<file path="src/rtl/escalonador_instrucoes_pkg.sv">
// Shared types and constants for the instruction scheduler/address translator.
// Partition layout: 0 = switch routine, 1 = OS, 2.. = user programs.
package escalonador_pkg;

   typedef enum logic [1:0] {
      USER,
      ROTINA,
      SO,
      FIM
   } estado_t;

   localparam int unsigned PARTITION_SIZE = 200;
   localparam int unsigned MAX_PROGS      = 8;
   localparam int unsigned BASE_ROTINA    = 0;
   localparam int unsigned BASE_SO        = PARTITION_SIZE;

   // Only ever called with constant arguments, so it folds into a table.
   function automatic longint unsigned base_prog(input int unsigned idx,
                                                 input int unsigned part);
      return 64'(idx + 2) * 64'(part);
   endfunction

endpackage

</file>
<file path="src/rtl/escalonador_instrucoes_if.sv">
// Processor-side bus of the scheduler; falha_limite exists only when
// SCHED_LIMIT_CHECK_EN is defined.
interface escalonador_instrucoes_if #(
   parameter int unsigned ADDR_WIDTH = 32,
   parameter int unsigned NUM_PROGS  = 2
);
   logic [ADDR_WIDTH-1:0] pc_logico;
   logic                  instr_ret;
   logic                  prog_fim;
   logic                  rotina_fim;
   logic                  so_fim;
   logic [2:0]            proximo_proc;
   logic [ADDR_WIDTH-1:0] endereco;
   logic                  troca_req;
   logic                  modo_kernel;
   logic [2:0]            proc_atual;
   logic [NUM_PROGS-1:0]  ativos;
   logic                  concluido;
`ifdef SCHED_LIMIT_CHECK_EN
   logic                  falha_limite;

   modport master (output pc_logico, instr_ret, prog_fim, rotina_fim, so_fim, proximo_proc,
                   input  endereco, troca_req, modo_kernel, proc_atual, ativos, concluido,
                          falha_limite);
   modport slave  (input  pc_logico, instr_ret, prog_fim, rotina_fim, so_fim, proximo_proc,
                   output endereco, troca_req, modo_kernel, proc_atual, ativos, concluido,
                          falha_limite);
`else
   modport master (output pc_logico, instr_ret, prog_fim, rotina_fim, so_fim, proximo_proc,
                   input  endereco, troca_req, modo_kernel, proc_atual, ativos, concluido);
   modport slave  (input  pc_logico, instr_ret, prog_fim, rotina_fim, so_fim, proximo_proc,
                   output endereco, troca_req, modo_kernel, proc_atual, ativos, concluido);
`endif
endinterface

</file>
<file path="src/rtl/escalonador_instrucoes_seletor_round_robin.sv">
// Combinational program picker: honours the requested index when it is live,
// otherwise takes the first live index after the current one.
module seletor_round_robin
   import escalonador_pkg::*;
#(
   parameter int unsigned NUM_PROGS = 2
) (
   input  logic [NUM_PROGS-1:0] ativos,
   input  logic [2:0]           atual,
   input  logic [2:0]           pedido,
   output logic [2:0]           proximo,
   output logic                 nenhum
);

   logic [MAX_PROGS-1:0] ativos_ext;
   logic [3:0]           cand;

   // Zero-padding makes out-of-range requests read as finished programs.
   assign ativos_ext = MAX_PROGS'(ativos);
   assign nenhum     = ~|ativos;

   always_comb begin
      proximo = atual;
      cand    = '0;
      if (ativos_ext[pedido]) begin
         proximo = pedido;
      end else begin
         // Walk from farthest to nearest so the nearest live index wins.
         for (int unsigned i = NUM_PROGS; i >= 1; i--) begin
            cand = {1'b0, atual} + 4'(i);
            if (cand >= 4'(NUM_PROGS)) cand = cand - 4'(NUM_PROGS);
            if (ativos_ext[cand[2:0]]) proximo = cand[2:0];
         end
      end
   end

endmodule

</file>
<file path="src/rtl/escalonador_instrucoes.sv">
// Time-slice scheduler and logical->physical PC translator for the instruction RAM.
// Optional macro SCHED_LIMIT_CHECK_EN: faults user PCs outside their partition.
module escalonador_instrucoes #(
   parameter int unsigned ADDR_WIDTH     = 32,
   parameter int unsigned PARTITION_SIZE = 200,
   parameter int unsigned NUM_PROGS      = 2,
   parameter int unsigned QUANTUM        = 64
) (
   input  logic                     clock,
   input  logic                     reset_n,
   escalonador_instrucoes_if.slave  bus
);
   import escalonador_pkg::*;

   localparam int unsigned CW = $clog2(QUANTUM + 1);
   typedef logic [ADDR_WIDTH-1:0] addr_t;

   estado_t              estado_q, estado_d;
   logic [2:0]           proc_q, proc_d;
   logic [CW-1:0]        cnt_q, cnt_d;
   logic [NUM_PROGS-1:0] ativos_q, ativos_d;
   logic                 troca_q, troca_d;
   logic [2:0]           rr_proximo;
   logic                 rr_nenhum;
   logic                 fora_limite;
   logic [MAX_PROGS-1:0] um_quente;
   addr_t                base_tab [MAX_PROGS];
   addr_t                base_atual;

   for (genvar g = 0; g < MAX_PROGS; g++) begin : g_base
      assign base_tab[g] = addr_t'(base_prog(32'(g), PARTITION_SIZE));
   end

   seletor_round_robin #(.NUM_PROGS(NUM_PROGS)) u_rr (
      .ativos  (ativos_q),
      .atual   (proc_q),
      .pedido  (bus.proximo_proc),
      .proximo (rr_proximo),
      .nenhum  (rr_nenhum)
   );

`ifdef SCHED_LIMIT_CHECK_EN
   logic falha_q;

   assign fora_limite = (estado_q == USER) && (bus.pc_logico >= addr_t'(PARTITION_SIZE));

   always_ff @(posedge clock or negedge reset_n) begin
      if (!reset_n) falha_q <= 1'b0;
      else          falha_q <= falha_q | fora_limite;
   end

   assign bus.falha_limite = falha_q;
`else
   assign fora_limite = 1'b0;
`endif

   assign um_quente = MAX_PROGS'(1) << proc_q;

   always_ff @(posedge clock or negedge reset_n) begin
      if (!reset_n) begin
         estado_q <= SO;
         proc_q   <= '0;
         cnt_q    <= '0;
         ativos_q <= '1;
         troca_q  <= 1'b0;
      end else begin
         estado_q <= estado_d;
         proc_q   <= proc_d;
         cnt_q    <= cnt_d;
         ativos_q <= ativos_d;
         troca_q  <= troca_d;
      end
   end

   always_comb begin
      estado_d = estado_q;
      proc_d   = proc_q;
      cnt_d    = cnt_q;
      ativos_d = ativos_q;
      troca_d  = 1'b0;
      case (estado_q)
         USER: begin
            // Halt/fault takes priority so a coincident quantum expiry still clears the bit.
            if (bus.prog_fim || fora_limite) begin
               ativos_d = ativos_q & ~um_quente[NUM_PROGS-1:0];
               cnt_d    = '0;
               troca_d  = 1'b1;
               estado_d = ROTINA;
            end else if (bus.instr_ret) begin
               if (cnt_q == CW'(QUANTUM - 1)) begin
                  cnt_d    = '0;
                  troca_d  = 1'b1;
                  estado_d = ROTINA;
               end else begin
                  cnt_d = cnt_q + CW'(1);
               end
            end
         end
         ROTINA: begin
            cnt_d = '0;
            if (bus.rotina_fim) begin
               troca_d  = 1'b1;
               estado_d = rr_nenhum ? FIM : SO;
            end
         end
         SO: begin
            if (bus.so_fim) begin
               troca_d = 1'b1;
               if (rr_nenhum) begin
                  estado_d = FIM;
               end else begin
                  proc_d   = rr_proximo;
                  estado_d = USER;
               end
            end
         end
         default: ;
      endcase
   end

   always_comb begin
      base_atual = addr_t'(PARTITION_SIZE);
      case (estado_q)
         ROTINA:  base_atual = addr_t'(BASE_ROTINA);
         USER:    base_atual = base_tab[proc_q];
         default: ;
      endcase
   end

   assign bus.endereco    = fora_limite ? base_atual : base_atual + bus.pc_logico;
   assign bus.troca_req   = troca_q;
   assign bus.modo_kernel = (estado_q != USER);
   assign bus.proc_atual  = proc_q;
   assign bus.ativos      = ativos_q;
   assign bus.concluido   = (estado_q == FIM);

endmodule

</file>
<file path="src/flat_wrapper.sv">
// flat-port wrapper written by rule: the top's interface ports become plain ports
module escalonador_instrucoes_flat import escalonador_pkg::*;
#(
   parameter int unsigned ADDR_WIDTH     = 32,
   parameter int unsigned PARTITION_SIZE = 200,
   parameter int unsigned NUM_PROGS      = 2,
   parameter int unsigned QUANTUM        = 64
)
  (clock, reset_n, bus_pc_logico, bus_instr_ret, bus_prog_fim, bus_rotina_fim, bus_so_fim, bus_proximo_proc, bus_endereco, bus_troca_req, bus_modo_kernel, bus_proc_atual, bus_ativos, bus_concluido);
  escalonador_instrucoes_if #(.ADDR_WIDTH(ADDR_WIDTH), .NUM_PROGS(NUM_PROGS)) bus_i ();
  input  logic clock;
  input  logic reset_n;
  input wire logic [$bits(bus_i.pc_logico)-1:0] bus_pc_logico;
  input wire logic [$bits(bus_i.instr_ret)-1:0] bus_instr_ret;
  input wire logic [$bits(bus_i.prog_fim)-1:0] bus_prog_fim;
  input wire logic [$bits(bus_i.rotina_fim)-1:0] bus_rotina_fim;
  input wire logic [$bits(bus_i.so_fim)-1:0] bus_so_fim;
  input wire logic [$bits(bus_i.proximo_proc)-1:0] bus_proximo_proc;
  output wire logic [$bits(bus_i.endereco)-1:0] bus_endereco;
  output wire logic [$bits(bus_i.troca_req)-1:0] bus_troca_req;
  output wire logic [$bits(bus_i.modo_kernel)-1:0] bus_modo_kernel;
  output wire logic [$bits(bus_i.proc_atual)-1:0] bus_proc_atual;
  output wire logic [$bits(bus_i.ativos)-1:0] bus_ativos;
  output wire logic [$bits(bus_i.concluido)-1:0] bus_concluido;
  assign bus_i.pc_logico = bus_pc_logico;
  assign bus_i.instr_ret = bus_instr_ret;
  assign bus_i.prog_fim = bus_prog_fim;
  assign bus_i.rotina_fim = bus_rotina_fim;
  assign bus_i.so_fim = bus_so_fim;
  assign bus_i.proximo_proc = bus_proximo_proc;
  assign bus_endereco = bus_i.endereco;
  assign bus_troca_req = bus_i.troca_req;
  assign bus_modo_kernel = bus_i.modo_kernel;
  assign bus_proc_atual = bus_i.proc_atual;
  assign bus_ativos = bus_i.ativos;
  assign bus_concluido = bus_i.concluido;
  escalonador_instrucoes #(.ADDR_WIDTH(ADDR_WIDTH), .PARTITION_SIZE(PARTITION_SIZE), .NUM_PROGS(NUM_PROGS), .QUANTUM(QUANTUM)) u_core (.clock(clock), .reset_n(reset_n), .bus(bus_i));
endmodule
</file>
<file path="config.mk">
export PLATFORM = sky130hd
export DESIGN_NAME = escalonador_instrucoes_flat
export DESIGN_NICKNAME = d
export VERILOG_FILES = /design/src/rtl/escalonador_instrucoes_pkg.sv /design/src/rtl/escalonador_instrucoes_if.sv /design/src/rtl/escalonador_instrucoes_seletor_round_robin.sv /design/src/rtl/escalonador_instrucoes.sv /design/src/flat_wrapper.sv
export SDC_FILE = /design/constraint.sdc
export NUM_CORES = 1
export LEC_CHECK = 0
export CAP_MARGIN = 20
export CORE_MARGIN = 2
export CORE_UTILIZATION = 46
export CTS_BUF_LIST = sky130_fd_sc_hd__clkbuf_4
export DETAILED_ROUTE_END_ITERATION = 6
export PLACE_DENSITY = 0.84
export SYNTH_ARGS = -nofsm -noshare
export SYNTH_HDL_FRONTEND = slang
export SYNTH_SLANG_ARGS = --single-unit
</file>
<file path="constraint.sdc">
create_clock -name clock -period 3.8 [get_ports clock]
set_input_delay 0.38 -clock clock [delete_from_list [all_inputs] [get_ports clock]]
set_output_delay 0.38 -clock clock [all_outputs]
set_load 0.01 [all_outputs]
</file>
**Yosys cells after proc, flatten, opt, wreduce, memory -nomap -nowiden**

Memories as Yosys holds them, arrays and structs flattened.
Cells that the tools add are included.

- ROM bits: 256
- Memories: 1
- Bits in writable memories: 0
- Flip-flop bits (word level): 15
- Word-level logic and storage cells: 74
- Bits in latches: 0

- Order comparisons: 6
- Bitwise operators: 3
- Add/subtract/negate cells: 6
- Shift-type cells: 1
- Muxes and demuxes: 34
- Reduce and logical (&&, ||, !) cells: 10
- Div/mod/pow operators: 0
- Multiply operators: 0
- Equality and inequality tests: 8

Memory list:

| memory | depth | width | rd ports | clocked after memory_dff | wr ports | RTL line | source |
|---|---|---|---|---|---|---|---|
| (name not given) | 8 | 32 | 1 | 0 | 0 | escalonador_instrucoes.sv:125 | `USER: base_atual = base_tab[proc_q];` |

Operators by type and width:

| operator | number |
|---|---|
| 32-bit 2-to-1 mux | 2 |
| 32-bit case mux with 2 select lines | 1 |
| 32-bit adder | 1 |
| 3-bit 2-to-1 mux | 7 |
| 7-bit 2-to-1 mux | 3 |
| 7-bit case mux with 2 select lines | 1 |
| 3-bit by 4-bit less-than comparator with 1-bit output (second input constant) | 3 |
| 2-bit 2-to-1 mux | 6 |
| 1-bit binary-select mux with 3-bit select | 3 |
| 1-bit 2-to-1 mux | 9 |
| 4-bit by 2-bit greater-or-equal comparator with 1-bit output (second input constant) | 2 |
| 7-bit by 1-bit adder with 7-bit output (second input constant) | 1 |
| 7-bit by 6-bit == test with 1-bit output (second input constant) | 1 |
| 2-bit case mux with 3 select lines | 1 |
| 3-bit nonzero test | 2 |
| 3-bit by 2-bit subtractor with 3-bit output (second input constant) | 2 |
| 5-bit AND reduction | 1 |
| 3-bit by 1-bit adder with 4-bit output (second input constant) | 1 |
| 3-bit by 2-bit adder with 4-bit output (second input constant) | 1 |
| 2-bit == test (second input constant) | 2 |
| 4-bit greater-or-equal comparator (second input constant) | 1 |
| 2-bit != test (second input constant) | 2 |
| 3-bit inverter with 4-bit output | 1 |
| 2-bit AND reduction | 2 |
| other kinds (11) | 12 |

**Depth between registers and ports, before layout**

Gate-level depths: netlist (run 1).

- Depth after elaboration: 9
- Mapped depth: 13

**Modules after synthesis**

From an unflattened synthesis (run 1), not the netlist that was laid out.

- Cells, all modules: 250
- Area, all modules: 2,080.7 um^2

By module, submodules not included:

| module | cells each | instances | area each (um^2) | seq. area each (um^2) |
|---|---|---|---|---|
| escalonador_instrucoes | 215 | 1 | 1,791.7 | 379.1 |
| seletor_round_robin | 35 | 1 | 289.0 | 0.0 |

**Worst setup path after synthesis (run 1)**

Ideal clock, no wire load.

- Path kind: register to output
- From: reg u_core.estado_q[0]
- To: out bus_endereco[21]
- Slack: 0.446 ns
- Path buffers: 1
- Arrival time: 2.974 ns
- Cell stages (with the launch flop): 12
- Cell sequence: dfrtp_1 -> inv_1 -> ha_1 -> clkbuf_1 -> o21ai_0 -> or2_2 -> fa_1 -> nand2b_1 -> a21oi_2 -> o2111ai_4 -> nor3_1 -> xor2_1

- Word-level cells in the longest chain between the ends: 3

Ends and longest elaborated chain:

| item | RTL line | source |
|---|---|---|
| start, declared | escalonador_instrucoes.sv:18 | `estado_t estado_q, estado_d;` |
| start signal, assigned | escalonador_instrucoes.sv:67 | `estado_q <= estado_d;` |
| 2-bit by 1-bit == test with 1-bit output or 2-bit zero test (tied branches) | escalonador_instrucoes.sv:123 | `case (estado_q)` |
| 32-bit case mux with 2 select lines (*) | escalonador_instrucoes.sv:123 |  |
| 32-bit adder (*) | escalonador_instrucoes.sv:130 | `assign bus.endereco = fora_limite ? base_atual : base_atual + bus.pc_logico;` |
| end, declared | flat_wrapper.sv:19 | `output wire logic [$bits(bus_i.endereco)-1:0] bus_endereco;` |

Mark *: on every way between the ends. The rest lies on a longest branch, timed or not.

**Final worst setup path (run 1)**

- From: reg u_core.estado_q[0]
- To: out bus_endereco[31]

The elaborated chain is that of the path after synthesis.

==> results of run 1 <==
## stage by stage
stage               util (%)  hold WS, ps  power, mW  setup slack (ps)  area (um2)
global placement        65.9          465       1.16               169        2850
floorplan                  -         84.4      0.788               446        2050
detailed placement      65.9          472       1.17              89.3        2850
global route            70.0          548       1.48             -18.3        3030
finish                  70.0          484       1.37               170        3030
CTS                     67.6          484       1.30              -168        2920
## cell families after synthesis
family	after synthesis
AO/OA/AOI/OAI	56
XOR/XNOR	29
adder cells (fa/ha/maj)	24
buffers and inverters	28
flip-flops	15
multiplexers	6
AND/OR/NAND/NOR	97
## registers in the layout (all words and copies together) (netlist names)
signal,count
u_core.cnt_q,7
u_core.bus.proc_atual,3
u_core.bus.ativos,2
u_core.estado_q,2
u_core.bus.troca_req,1
## power breakdown
part | internal, mW | switching, mW | total, mW
Clock | 0.0479 | 0.0515 | 0.0994
Combinational | 0.521 | 0.532 | 1.05
Sequential | 0.192 | 0.0236 | 0.215
Total | 0.760 | 0.607 | 1.37
## critical path, cell delays in order (launching register included)
cell	delay (ps)
dfrtp_1	430
inv_1	140
ha_1	220
o21ai_1	90
or2_2	330
fa_1	430
nand2b_1	190
a21oi_2	210
o2111ai_4	210
buf_4	210
nor3_2	170
xor2_1	170
clkbuf_2	150
## layer usage
layer	track usage (%)	vias to the layer above
met5	0	-
met4	5.66	0
met3	2.71	10
met2	39.8	60
met1	26.1	988
li1	-	1082
## cell type report
cell class,count,area (um2)
clock buffer,4,30.0
inverter,19,71.3
sequential,15,379
timing repair buffer,90,865
multi-input combinational,213,1620
fill,342,1300
tap,52,65.1
## placed cells by master, fill, tap and decap left out, types with 3 or more instances in the layout
| master | netlist | final |
|---|---|---|
| clkdlybuf4s50_1 | 0 | 52 |
| nor2_1 | 33 | 32 |
| ha_1 | 23 | 20 |
| inv_1 | 19 | 19 |
| xnor2_1 | 19 | 19 |
| nand2_1 | 17 | 17 |
| buf_4 | 3 | 15 |
| a21oi_1 | 15 | 14 |
| dlymetal6s2s_1 | 0 | 14 |
| dfrtp_1 | 12 | 12 |
| o21ai_0 | 13 | 11 |
| xor2_1 | 10 | 10 |
| nand3_1 | 10 | 10 |
| nand4_1 | 7 | 7 |
| nand2b_1 | 7 | 7 |
| clkbuf_2 | 0 | 7 |
| and3_1 | 6 | 6 |
| nor3_2 | 4 | 5 |
| mux2i_1 | 4 | 4 |
| clkbuf_4 | 0 | 4 |
| o211ai_1 | 3 | 3 |
| a21o_1 | 3 | 3 |
| ha_2 | 0 | 3 |
| dfstp_2 | 3 | 3 |
## worst paths after layout
kind                            slack, ps                  endpoint
worst max-delay path                  170          bus_endereco[31]
worst min-delay path                  480           u_core.cnt_q[5]
worst max register to register       1790           u_core.cnt_q[5]
worst min register to register        480           u_core.cnt_q[5]
max in group asynchronous            2870  u_core.bus.proc_atual[1]
min in group asynchronous             500           u_core.cnt_q[5]
## timing repair
| item | CTS | global route |
|---|---|---|
| setup buffers | 5 | 5 |
| endpoints found under the setup margin | 19 | 23 |
| gates resized for setup | 8 | 45 |
| pin swaps | 3 | 8 |
| gates cloned | 1 | 0 |
==> results_dict.tcl, run 1 <==
set metrics [dict create \
    netlist_area_um2 2050 \
    firstDrtPassIters 4 \
    synth-edff-count 0 \
    status "finished clean" \
    n_antenna_cell 0 \
    synth.area.mux_share_pct 3.05 \
    cp_max_fo 5 \
    p_per_area_nw_per_um2 452 \
    clock_latency_ps 280 \
    avgRoutedWirePerCell_um 14.1 \
    worst_setup_path_end_kind "output pin" \
    dp.cells 378 \
    crit_required_ps 3420 \
    synthCells 255 \
    antenna_found_initial 0 \
    setup_viol 0 \
    crit_path_start "u_core.estado_q[0]" \
    yosys_warnings 0 \
    overflow 0 \
    cts_buffer_depth 2 \
    dr.max_layer_used "met4" \
    dr_wl_met2_um 2790 \
    die_x_um 70.8 \
    cts_root_buf "clkbuf_4" \
    start_kind "flop" \
    synth_compound_area_share_pct 19.0 \
    synth.avg_cell_area_um2 8.04 \
    maxCapViolCount 0 \
    portBuffers 74 \
    synth.top_cells.by_area "dfrtp_1 (15%), ha_1 (14%), xnor2_1 (8.1%)" \
    gp_congestion 0.872 \
    cts_sinks 15 \
    worstReg2RegStart "u_core.estado_q[1]" \
    synth_xor_area_share_pct 12.4 \
    fmax_mhz 275 \
    slew_viol_final 0 \
    first_global_vias 2110 \
    area_growth_pct 47.7 \
    leakage_nw 1.41 \
    htreeDepth 1 \
    synth-async-reset-ratio_pct 100 \
    vias 2140 \
    postRouteAntennaNets 0 \
    r2r_cells 7 \
    cts_tree "yes" \
    grt_max_degree 16 \
    finalNonFillerCells 393 \
    min_from "u_core.cnt_q[5]" \
    finClkSkew_ps 2.04 \
    fin_crit_ps 3630 \
    clk_pin_slew_ps 90 \
    tightest_slew_ps 680 \
    num_io_pins 81 \
    first_iter_violations 51 \
    yosys.cell_types.count 46 \
    hold_viol_final 0 \
    grt_pass1_wl_um 8990 \
    min_path_type "flop to flop" \
    vias_per_cell 5.45 \
    holdPathStages 1 \
    wl_met3_um 251 \
    drt-met1-wl_um 2400 \
    synth_top_family_by_area "simple AND/OR/NAND/NOR gates" \
    fin_crit_sh_pct 95.5 \
    num_rows 24 \
    yosysSeqAreaShare_pct 18.5 \
    drc 0 \
    dieArea_um2 5010 \
    yosys.area.top_type_share_pct 14.7 \
    cts_inserted_buffers 3 \
    yosys.area_share.simple_pct 26.2 \
    grt_usage_pct 21.5 \
    synth_most_common_cell "nor2_1" \
    vdd_ir_drop_max_mv 0.211 \
    initial_core_util_pct 47.4 \
    hpwlAfterDp_um 4230 \
    synth_nets 320 \
    cts_hold_buf 0 \
    fin_setup_tns_ps 0 \
    core_um2 4320 \
    ys.flop_type "dfrtp_1" \
    postRouteWirelength_um 5520 \
    max_slew_margin_pct 54.5 \
    synth_fa_ha_area_share_pct 15.0 \
    synth.top_cells.by_count "nor2_1 (33), ha_1 (23), inv_1 (19), xnor2_1 (19), nand2_1 (17)" \
    die_h_um 70.8 \
    crit_type "flop to output pin" \
    drive_above_1_share_pct 16.4 \
    nets 407 \
    crit_arrival_ps 3250 \
    yosysTopAreaCell "dfrtp_1" \
    ys_ff_latch 15 \
]
Power figures use the tool's default switching activity.
==> run 2, diff against run 1 <==
- CAP_MARGIN: 20 -> 15
- CELL_PAD_IN_SITES_DETAIL_PLACEMENT: not set -> 1
- CELL_PAD_IN_SITES_GLOBAL_PLACEMENT: not set -> 1
- CORE_UTILIZATION: 46 -> 32
- PLACE_DENSITY: 0.84 -> not set
- PLACE_DENSITY_LB_ADDON: not set -> 0.1
==> run 2 against run 1 <==
  * Non-clock buffer count increased by 5
  * Critical path type unchanged
  * Total power increased by 10%
  * Hold slack improved by 6.1 ps
  * Fmax fell by 2.6%
==> results_dict.tcl, run 2 (synthesis results as in run 1) <==
set metrics [dict create \
    cts_inserted_buffers 3 \
    clock_latency_ps 290 \
    cp_max_fo 4 \
    p_per_area_nw_per_um2 474 \
    postRouteWirelength_um 6650 \
    fmax_mhz 268 \
    initial_core_util_pct 32.6 \
    core_um2 6280 \
    final_cell_mix "clkdlybuf4s50_1 (56), nor2_1 (29), xnor2_1 (19)" \
    slew_viol_final 0 \
    min_path_type "input pin to asynchronous set/reset pin" \
    grt_pass1_wl_um 10800 \
    htreeDepth 1 \
    start_kind "flop" \
    tightest_slew_ps 679 \
    area_growth_pct 55.2 \
    dieArea_um2 7060 \
    fin_crit_ps 3730 \
    first_global_vias 2283 \
    n_antenna_cell 0 \
    num_rows 29 \
    cts_root_buf "clkbuf_4" \
    num_io_pins 81 \
    nets 413 \
    fin_crit_sh_pct 98.1 \
    die_x_um 84.0 \
    vias_per_cell 5.17 \
    fin_area_um2 3180 \
    portBuffers 74 \
    crit_type "flop to output pin" \
    postRouteAntennaNets 0 \
    holdWs_ps 490 \
    cts_sinks 15 \
    rsz0062_at_grt "true" \
    overflow 0 \
    status "finished clean" \
    clk_pin_slew_ps 100 \
    cts_hold_buf 0 \
    final_core_util_pct 50.7 \
    crit_arrival_ps 3350 \
    ff_latch_area_um2 382 \
    finClkSkew_ps 4.29 \
    multi_input_area_um2 1690 \
    maxCapViolCount 0 \
    grt_usage_pct 18.3 \
    dp.cells 403 \
    drc 0 \
    gp_congestion 0.772 \
    cts_buffer_depth 2 \
    hpwlAfterDp_um 4870 \
    antenna_found_initial 0 \
    crit_required_ps 3420 \
    layout_commonest_cell "clkdlybuf4s50_1" \
    worst_setup_path_end_kind "output pin" \
    leakage_nw 1.38 \
    largest_reg_flops 7 \
    vdd_ir_drop_max_mv 0.337 \
    vias 2191 \
    max_slew_margin_pct 54.6 \
    firstDrtPassIters 4 \
    avgRoutedWirePerCell_um 15.7 \
    setup_viol 0 \
    drive_above_1_share_pct 21.6 \
    place_area_um2 2880 \
    first_iter_violations 59 \
    die_h_um 84.0 \
    cts_tree "yes" \
    finalNonFillerCells 424 \
    fill_cells 757 \
    regMostFlops "u_core.cnt_q" \
    hold_viol_final 0 \
    grt_max_degree 16 \
]
## run 2: final timing paths
path | from | end | slack (ps) | cells after the start
worst min register to register | u_core.cnt_q[5] | u_core.cnt_q[5] | 490 | 1
worst max register to register | u_core.estado_q[1] | u_core.cnt_q[5] | 1830 | 7
max in group asynchronous | reset_n | u_core.estado_q[0] | 2830 | 1
worst min-delay path | reset_n | u_core.cnt_q[6] | 490 | 1
worst max-delay path | u_core.estado_q[1] | bus_endereco[23] | 70 | 12
min in group clock | u_core.cnt_q[5] | u_core.cnt_q[5] | 490 | 1
## run 2: power by group
| part | internal, mW | switching, mW |
|---|---|---|
| Combinational | 0.579 | 0.611 |
| Sequential | 0.193 | 0.0274 |
| Clock | 0.0392 | 0.0569 |
## run 2: critical path, cell delays in order, from the launching register on
cell             delay (ps)
dfstp_2                 570
inv_2                    70
ha_2                    200
o21ai_2                 140
ha_2                    210
inv_1                    60
fa_2                    340
nand2b_4                160
a21oi_4                 230
o2111ai_4               190
nor2_2                  150
xor2_1                  180
clkdlybuf4s50_1         560
## run 2: area by class of cell
type / instances / area share [%]
sequential: 15 / 12.0
clock buffer: 3 / 0.708
inverter: 19 / 2.24
timing repair buffer: 95 / 28.6
tap: 77 / 3.03
multi-input combinational: 214 / 53.3
clock inverter: 1 / 0.157
## run 2: through the flow
| step | setup WS (ps) | setup TNS, ps | power (mW) |
|---|---|---|---|
| 6_report | 71.3 | 0 | 1.51 |
| 2_1_floorplan | 446 | 0 | 0.788 |
| 4_1_cts | -200 | -1730 | 1.36 |
| 5_1_grt | -133 | -389 | 1.63 |
| 3_3_place_gp | 157 | 0 | 1.19 |
| 3_5_place_dp | 89.8 | 0 | 1.21 |
## run 2: routing by layer
metal	part of all wire [%]	routed length [um]	vias up	track usage, %
met5	0	0	-	0
met4	1.3	85	0	2.79
met3	4.3	289	8	3.36
met2	48	3210	49	31.2
met1	46	3070	1043	24.4
li1	-	-	1091	-
## run 2: what timing repair did
item | CTS | global route
setup endpoints to repair | 21 | 23
cloned | 2 | 0
pin swaps | 4 | 8
gates resized for setup | 15 | 46
setup buffers | 2 | 13
==> run 3, diff against run 2 <==
- CTS_CLUSTER_DIAMETER: not set -> 150
- CTS_CLUSTER_SIZE: not set -> 24
- MAX_ROUTING_LAYER: not set -> met4
==> run 3 against run 2 <==
  * Total power increased by 1.3%
  * Sequential power about the same
  * First-iteration DRC count decreased by 24%
  * Setup slack improved by 10 ps
  * Routed wire length decreased by 0.20%
  * Via count about the same
  * Clock skew about the same
  * Combinational power about the same
  * Critical endpoint is now bus_endereco[22]
  * Largest cell class unchanged
==> results_dict.tcl, run 3 (synthesis results as in run 1) <==
set metrics [dict create \
    n_antenna_cell 0 \
    cts_buffer_depth 2 \
    nets 413 \
    layout_setup_ws_ps 81.5 \
    tightest_slew_ps 679 \
    die_h_um 84.0 \
    portBuffers 74 \
    first_global_vias 2284 \
    vdd_ir_drop_max_mv 0.337 \
    die_x_um 84.0 \
    start_kind "flop" \
    cts_hold_buf 0 \
    maxCapViolCount 0 \
    fin_crit_ps 3720 \
    num_io_pins 81 \
    num_rows 29 \
    grt_max_degree 16 \
    area_growth_pct 55.6 \
    fill_cells 759 \
    htreeDepth 1 \
    holdWs_ps 490 \
    grt_usage_pct 18.8 \
    cp_max_fo 11 \
    vias_per_cell 5.17 \
    gp_congestion 0.783 \
    p_per_area_nw_per_um2 478 \
    cts_sinks 15 \
    fin_area_um2 3190 \
    avgRoutedWirePerCell_um 15.7 \
    cts_inserted_buffers 3 \
    firstDrtPassIters 4 \
    regMostFlops "u_core.cnt_q" \
    crit_type "flop to output pin" \
    fmax_mhz 269 \
    largest_reg_flops 7 \
    min_path_type "input pin to asynchronous set/reset pin" \
    place_ws_ps 89.8 \
    dieArea_um2 7060 \
    max_slew_margin_pct 54.6 \
    postRouteAntennaNets 0 \
    slew_viol_final 0 \
    antenna_found_initial 0 \
    postRouteWirelength_um 6640 \
    status "finished clean" \
    hold_viol_final 0 \
    rsz0062_at_grt "true" \
    place_area_um2 2880 \
    fin_crit_sh_pct 97.9 \
    grt_pass1_wl_um 10800 \
    cts_tree "yes" \
    setup_viol 0 \
    overflow 0 \
    initial_core_util_pct 32.6 \
    finClkSkew_ps 4.25 \
    core_um2 6280 \
    clk_pin_slew_ps 100 \
    crit_arrival_ps 3340 \
    worst_setup_path_end_kind "output pin" \
    vias 2192 \
    hpwlAfterDp_um 4870 \
    cts_root_buf "clkbuf_4" \
    leakage_nw 1.38 \
    first_iter_violations 45 \
    layout_commonest_cell "clkdlybuf4s50_1" \
    clock_latency_ps 290 \
    drive_above_1_share_pct 21.3 \
    final_cell_mix "clkdlybuf4s50_1 (57), nor2_1 (29), xnor2_1 (19)" \
    drc 0 \
    crit_required_ps 3420 \
    p_total_mw 1.53 \
]
run 3: area by class of cell:
| type | count | area (um2) | share of cell area (%) |
|---|---|---|---|
| Sequential cell | 15 | 382 | 12.0 |
| Clock inverter | 1 | 5.00 | 0.157 |
| Timing Repair Buffer | 95 | 911 | 28.6 |
| Multi-Input combinational cell | 214 | 1700 | 53.4 |
| Inverter | 19 | 71.3 | 2.24 |
| Tap cell | 77 | 96.3 | 3.02 |
| Clock buffer | 3 | 22.5 | 0.706 |
run 3: final timing paths:
check,start,endpoint,slack (ps),depth (start not counted)
worst max-delay path,u_core.estado_q[1],bus_endereco[22],80,12
worst min-delay path,reset_n,u_core.cnt_q[6],490,1
worst max register to register,u_core.estado_q[1],u_core.cnt_q[5],1830,7
worst min register to register,u_core.cnt_q[5],u_core.cnt_q[5],490,1
max in group asynchronous,reset_n,u_core.estado_q[0],2830,1
min in group clock,u_core.cnt_q[5],u_core.cnt_q[5],490,1
run 3: worst max-delay path, stage by stage (launching register included):
cell,delay (ps)
dfstp_2,570
inv_2,70
ha_1,220
buf_6,170
nor2_4,100
a21oi_1,60
ha_1,340
o211ai_1,120
o21ai_2,250
a31o_2,280
nand4_1,130
xnor2_1,180
clkdlybuf4s50_1,550
run 3: layer usage:
metal,global-route usage (%),up-vias,part of all wire [%]
li1,-,1090,-
met1,24.7,1043,46
met2,31.1,53,49
met3,2.97,6,4.5
met4,2.79,0,0.72
met5,-,-,0
run 3: power breakdown:
group	internal [mW]	switching [mW]
registers	0.193	0.0273
clock network	0.0392	0.0569
logic	0.595	0.614
run 3: timing repair:
| item | 4_1_cts | 5_1_grt |
|---|---|---|
| gates cloned | 2 | 0 |
| setup endpoints to repair | 21 | 23 |
| resized for setup | 15 | 44 |
| setup buffers | 2 | 13 |
| pin swaps | 4 | 9 |
run 3: per-stage QoR:
step / utilization [%] / TNS (ps) / cells
2_1_floorplan: - / 0 / 255
3_3_place_gp: 45.9 / 0 / 403
3_5_place_dp: 45.9 / 0 / 403
4_1_cts: 47.3 / -1730 / 411
5_1_grt: 50.8 / -417 / 424
6_report: 50.8 / 0 / 424
==> RTL edit 1: new RTL, flow settings as in run 1 <==
The 4 values of `estado_t` get a Gray code encoding in 2 bits.
--- a/src/rtl/escalonador_instrucoes_pkg.sv
+++ b/src/rtl/escalonador_instrucoes_pkg.sv
@@ -5,6 +5,6 @@
    typedef enum logic [1:0] {
-      USER,
-      ROTINA,
-      SO,
-      FIM
+      USER   = 2'b00,
+      ROTINA = 2'b01,
+      SO     = 2'b11,
+      FIM    = 2'b10
    } estado_t;
Formal check against the unedited RTL: no difference found for any inputs over 10 cycles, from zero or initial values and one cycle with reset_n low; not proved beyond that.
==> RTL edit 1 against run 1 <==
Sequential cell count stayed put. Die area is 8.8% lower. Final area is 7.6% lower. Routed wire length is 9.0% lower. Worst hold slack better by 0.015 ns. Critical path depth is 1 lower. Via count is 9.9% lower. Area after synthesis is 9.3% lower. Setup slack better by 0.059 ns.
Power is left out: it rests on default switching activity, and per cell area and clock period it moved more than threefold.
==> RTL edit 1: results (changes against run 1) <==
| Metric | Value |
|---|---|
| Status | complete, no violations |
| Synthesized area per cell | 8.15 sq um (+1.5%) |
| Worst r2r src | u_core.bus.proc_atual[2] |
| Cell variety after synth | 55 (+20%) |
| Clk_skew | 0.00589 ns (+0.00385 ns) |
| Setup Fix Bufs, Post-CTS | 0 (-5) |
| Final cell count without fillers | 360 (-8.4%) |
| Syn Nets | 288 (-10%) |
| Worst hold path type | in2async |
| Die Wd | 67.6 um (-4.5%) |
| Multiplexer area fraction after synthesis | 0.0162 (-0.0144) |
| DP Cell Count | 348 (-7.9%) |
| RePlAce Congestion | 0.831 (-4.7%) |
| Slew headroom | 0.548 (+0.00312) |
| Multi-input gates | 190 (-11%) |
| CP max stage delay | 0.57 ns (+0.14 ns) |
| Sequential cell area fraction in the yosys report | 0.205 (+0.0196) |
| Fillcell total | 299 (-13%) |
| Worst EP arrival | 3.19 ns (-0.06 ns) |
| CLK BUF | 3 (-1) |
| GRT Util Overall | 0.208 (-0.00666) |
| Post-synthesis compound-gate area fraction | 0.191 (+0.00125) |
| ClkCell Share | 0.00985 (-0.0000737) |
| First-pass GRT wire length | 7.50 mm (-17%) |
| Max-cap violations | 0 (unchanged) |
| Via count of the first global-routing pass | 1806 (-14%) |
| FF/Latch Area | 382 sq um (+0.66%) |
| Post-CTS sizing | 1 (-7) |
| Final Cell Area | 0.00280 sq mm (-7.6%) |
| Nonclk buf count | 85 (-5.6%) |
| Non-clock inverters | 16 (-3) |
| Crit path max-delay family | buffers and inverters |
| Met2 usage | 0.396 (-0.00188) |
| Top post-synthesis cells by area | dfrtp_1, ha_1, xnor2_1 |
| Met1 Use GR | 0.242 (-0.0192) |
| Global routing usage on met3 | 0.0300 (+0.00293) |
| DRT iter0 DRCs | 65 (+27%) |
| Post-Synth XOR/XNOR Area | 0.146 (+0.0221) |
| Final Routed Wirelength | 5.02 mm (-9.0%) |
| Multi-input combinational area share | 0.507 (-0.0269) |
| Final net count | 371 (-8.8%) |
| FF+latch count, synth | 15 (unchanged) |
| Drt via density | 5.36 (-1.6%) |
| Signal buf overhead | 0.303 (+0.0169) |
| Top post-synthesis cells by count | nor2_1, xnor2_1, nand2_1 |
| Crit. Startpoint | u_core.bus.proc_atual[1] |
| Post-synthesis adder-cell area fraction | 0.132 (-0.0183) |
[RTL edit 1: cell count changes after synthesis, moves of 5 or more]
cell / change
nor2_1: -9
nand3_1: -5
ha_1: -5
and3_1: -5
[RTL edit 1: per-layer routing]
layer	vias to the layer above	wire length (um)
li1	965	-
met1	888	1990
met2	72	2620
met3	4	384
met4	0	29
met5	-	0
[RTL edit 1: final timing paths]
kind                            slack (ns)                  endpoint
worst max-delay path                  0.23          bus_endereco[21]
worst min register to register        0.52      u_core.bus.ativos[0]
min in group clock                    0.52      u_core.bus.ativos[0]
worst max register to register        1.97  u_core.bus.proc_atual[2]
worst min-delay path                  0.50      u_core.bus.troca_req
max in group asynchronous             2.83  u_core.bus.proc_atual[1]
[RTL edit 1: worst register-to-register path, cell delays in order (launching register included)]
cell,delay (ns)
dfrtp_1,0.40
inv_1,0.12
ha_1,0.22
nor3b_2,0.21
xnor2_1,0.08
or3_1,0.36
a31oi_1,0.27
nor2_1,0.07
==> RTL edit 2: new RTL, config.mk and constraints of run 1 <==
Made on the original files. `NUM_PROGS` is set to 2 in 4 places; all go to 1.
--- a/src/rtl/escalonador_instrucoes_if.sv
+++ b/src/rtl/escalonador_instrucoes_if.sv
@@ -4,3 +4,3 @@
    parameter int unsigned ADDR_WIDTH = 32,
-   parameter int unsigned NUM_PROGS  = 2
+   parameter int unsigned NUM_PROGS  = 1
 );
--- a/src/rtl/escalonador_instrucoes_seletor_round_robin.sv
+++ b/src/rtl/escalonador_instrucoes_seletor_round_robin.sv
@@ -5,3 +5,3 @@
 #(
-   parameter int unsigned NUM_PROGS = 2
+   parameter int unsigned NUM_PROGS = 1
 ) (
--- a/src/rtl/escalonador_instrucoes.sv
+++ b/src/rtl/escalonador_instrucoes.sv
@@ -5,3 +5,3 @@
    parameter int unsigned PARTITION_SIZE = 200,
-   parameter int unsigned NUM_PROGS      = 2,
+   parameter int unsigned NUM_PROGS      = 1,
    parameter int unsigned QUANTUM        = 64
--- a/src/flat_wrapper.sv
+++ b/src/flat_wrapper.sv
@@ -5,3 +5,3 @@
    parameter int unsigned PARTITION_SIZE = 200,
-   parameter int unsigned NUM_PROGS      = 2,
+   parameter int unsigned NUM_PROGS      = 1,
    parameter int unsigned QUANTUM        = 64
Interface: changed (resized bus_ativos); port bits go from 81 to 80. The function was not compared with the original's and may differ.
==> RTL edit 2 against run 1 <==
Global-route usage is 2.7 points higher. Non-clock buffer count unchanged. Sequential share of layout area is 0.18 points lower. Setup slack worse by 0.035 ns. First-iteration DRC count rose to 2.8 times the old value. Sequential cell count fell by 1. Via count shrank 3.1%. Routed wire length grew 4.1%. Worst hold slack worse by 0.014 ns. Area after synthesis decreased by 9.3%. Final area decreased by 5.6%. Critical endpoint is now bus_endereco[28].
Power is left out: it rests on default switching activity, and per cell area and clock period it moved more than threefold.
==> RTL edit 2: results (changes against run 1) <==
| Metric | Value |
|---|---|
| Area of the multi-input gates | 0.00151 sq mm (-6.9%) |
| Status | complete, no violations |
| Cell variety after synth | 53 (+15%) |
| Area growth, synth to finish | 53.8% |
| FF-to-FF setup slack | 1.61 ns (-0.18 ns) |
| Via count of the first global-routing pass | 1965 (-6.9%) |
| FF+latch count, synth | 14 (-1) |
| Fillcell total | 293 (-14%) |
| Drt via density | 5.60 (+2.9%) |
| Top post-synthesis cells by count | nor2_1, ha_1, nand2_1 |
| Crit-path slowest cell | dfstp_2 |
| Layout cells sized above 1 | 0.169 (+0.00453) |
| Cell area after placement | 0.00266 sq mm (-6.6%) |
| Multiplexer area fraction after synthesis | 0.00539 (-0.0251) |
| ClkCell Share | 0.0105 (+0.000586) |
| Syn Nets | 296 (-7.5%) |
| Worst hold path type | in2async |
| DP Cell Count | 356 (-5.8%) |
| Setup Fix Bufs, Post-CTS | 6 (+1) |
| Fin Hold WS | 0.470 ns (-0.0140 ns) |
| Final net count | 384 (-5.7%) |
| Worst EP arrival | 3.29 ns (+0.04 ns) |
| Largest net degree at the start of global routing | 15 (-1) |
| Slew @ Worst Pin | 0.734 ns (+0.0533 ns) |
| Post-synthesis adder-cell area fraction | 0.152 (+0.00201) |
| DRT iter0 DRCs | 141 (+180%) |
| Non-clock inverters | 16 (-3) |
| Dpl ws | 0.0758 ns (-0.0134 ns) |
| Drt wl/cell | 15.5 um (+11%) |
| Seq area share | 0.123 (-0.00179) |
| Hpwl dp | 4.17 mm (-1.2%) |
| GRT Util Overall | 0.241 (+0.0266) |
| Setup ws final | 0.135 ns (-0.0346 ns) |
## RTL edit 2: routing by layer
metal / wire (um) / share of wire / GRT usage
met2: 2820 / 0.49 / 0.431
met5: 0 / 0 / 0
met1: 2430 / 0.42 / 0.307
met3: 402 / 0.070 / 0.0267
met4: 97 / 0.017 / 0.0612
## RTL edit 2: critical path, delay by kind of cell, from the launching register on
kind	cells	cell delay (ns)
AOI/OAI and AO/OA	1	0.31
buffers and inverters	4	0.61
DFF	1	0.56
adders and majority gates	2	0.61
xor gates and xnor gates	1	0.18
and+or+nand+nor	5	0.73
## RTL edit 2: final timing paths
kind | to | cells after the start
worst max register to register | u_core.cnt_q[1] | 7
max in group asynchronous | u_core.estado_q[0] | 1
worst min-delay path | u_core.cnt_q[1] | 1
min in group clock | u_core.cnt_q[5] | 1
worst max-delay path | bus_endereco[28] | 13
worst min register to register | u_core.cnt_q[5] | 1
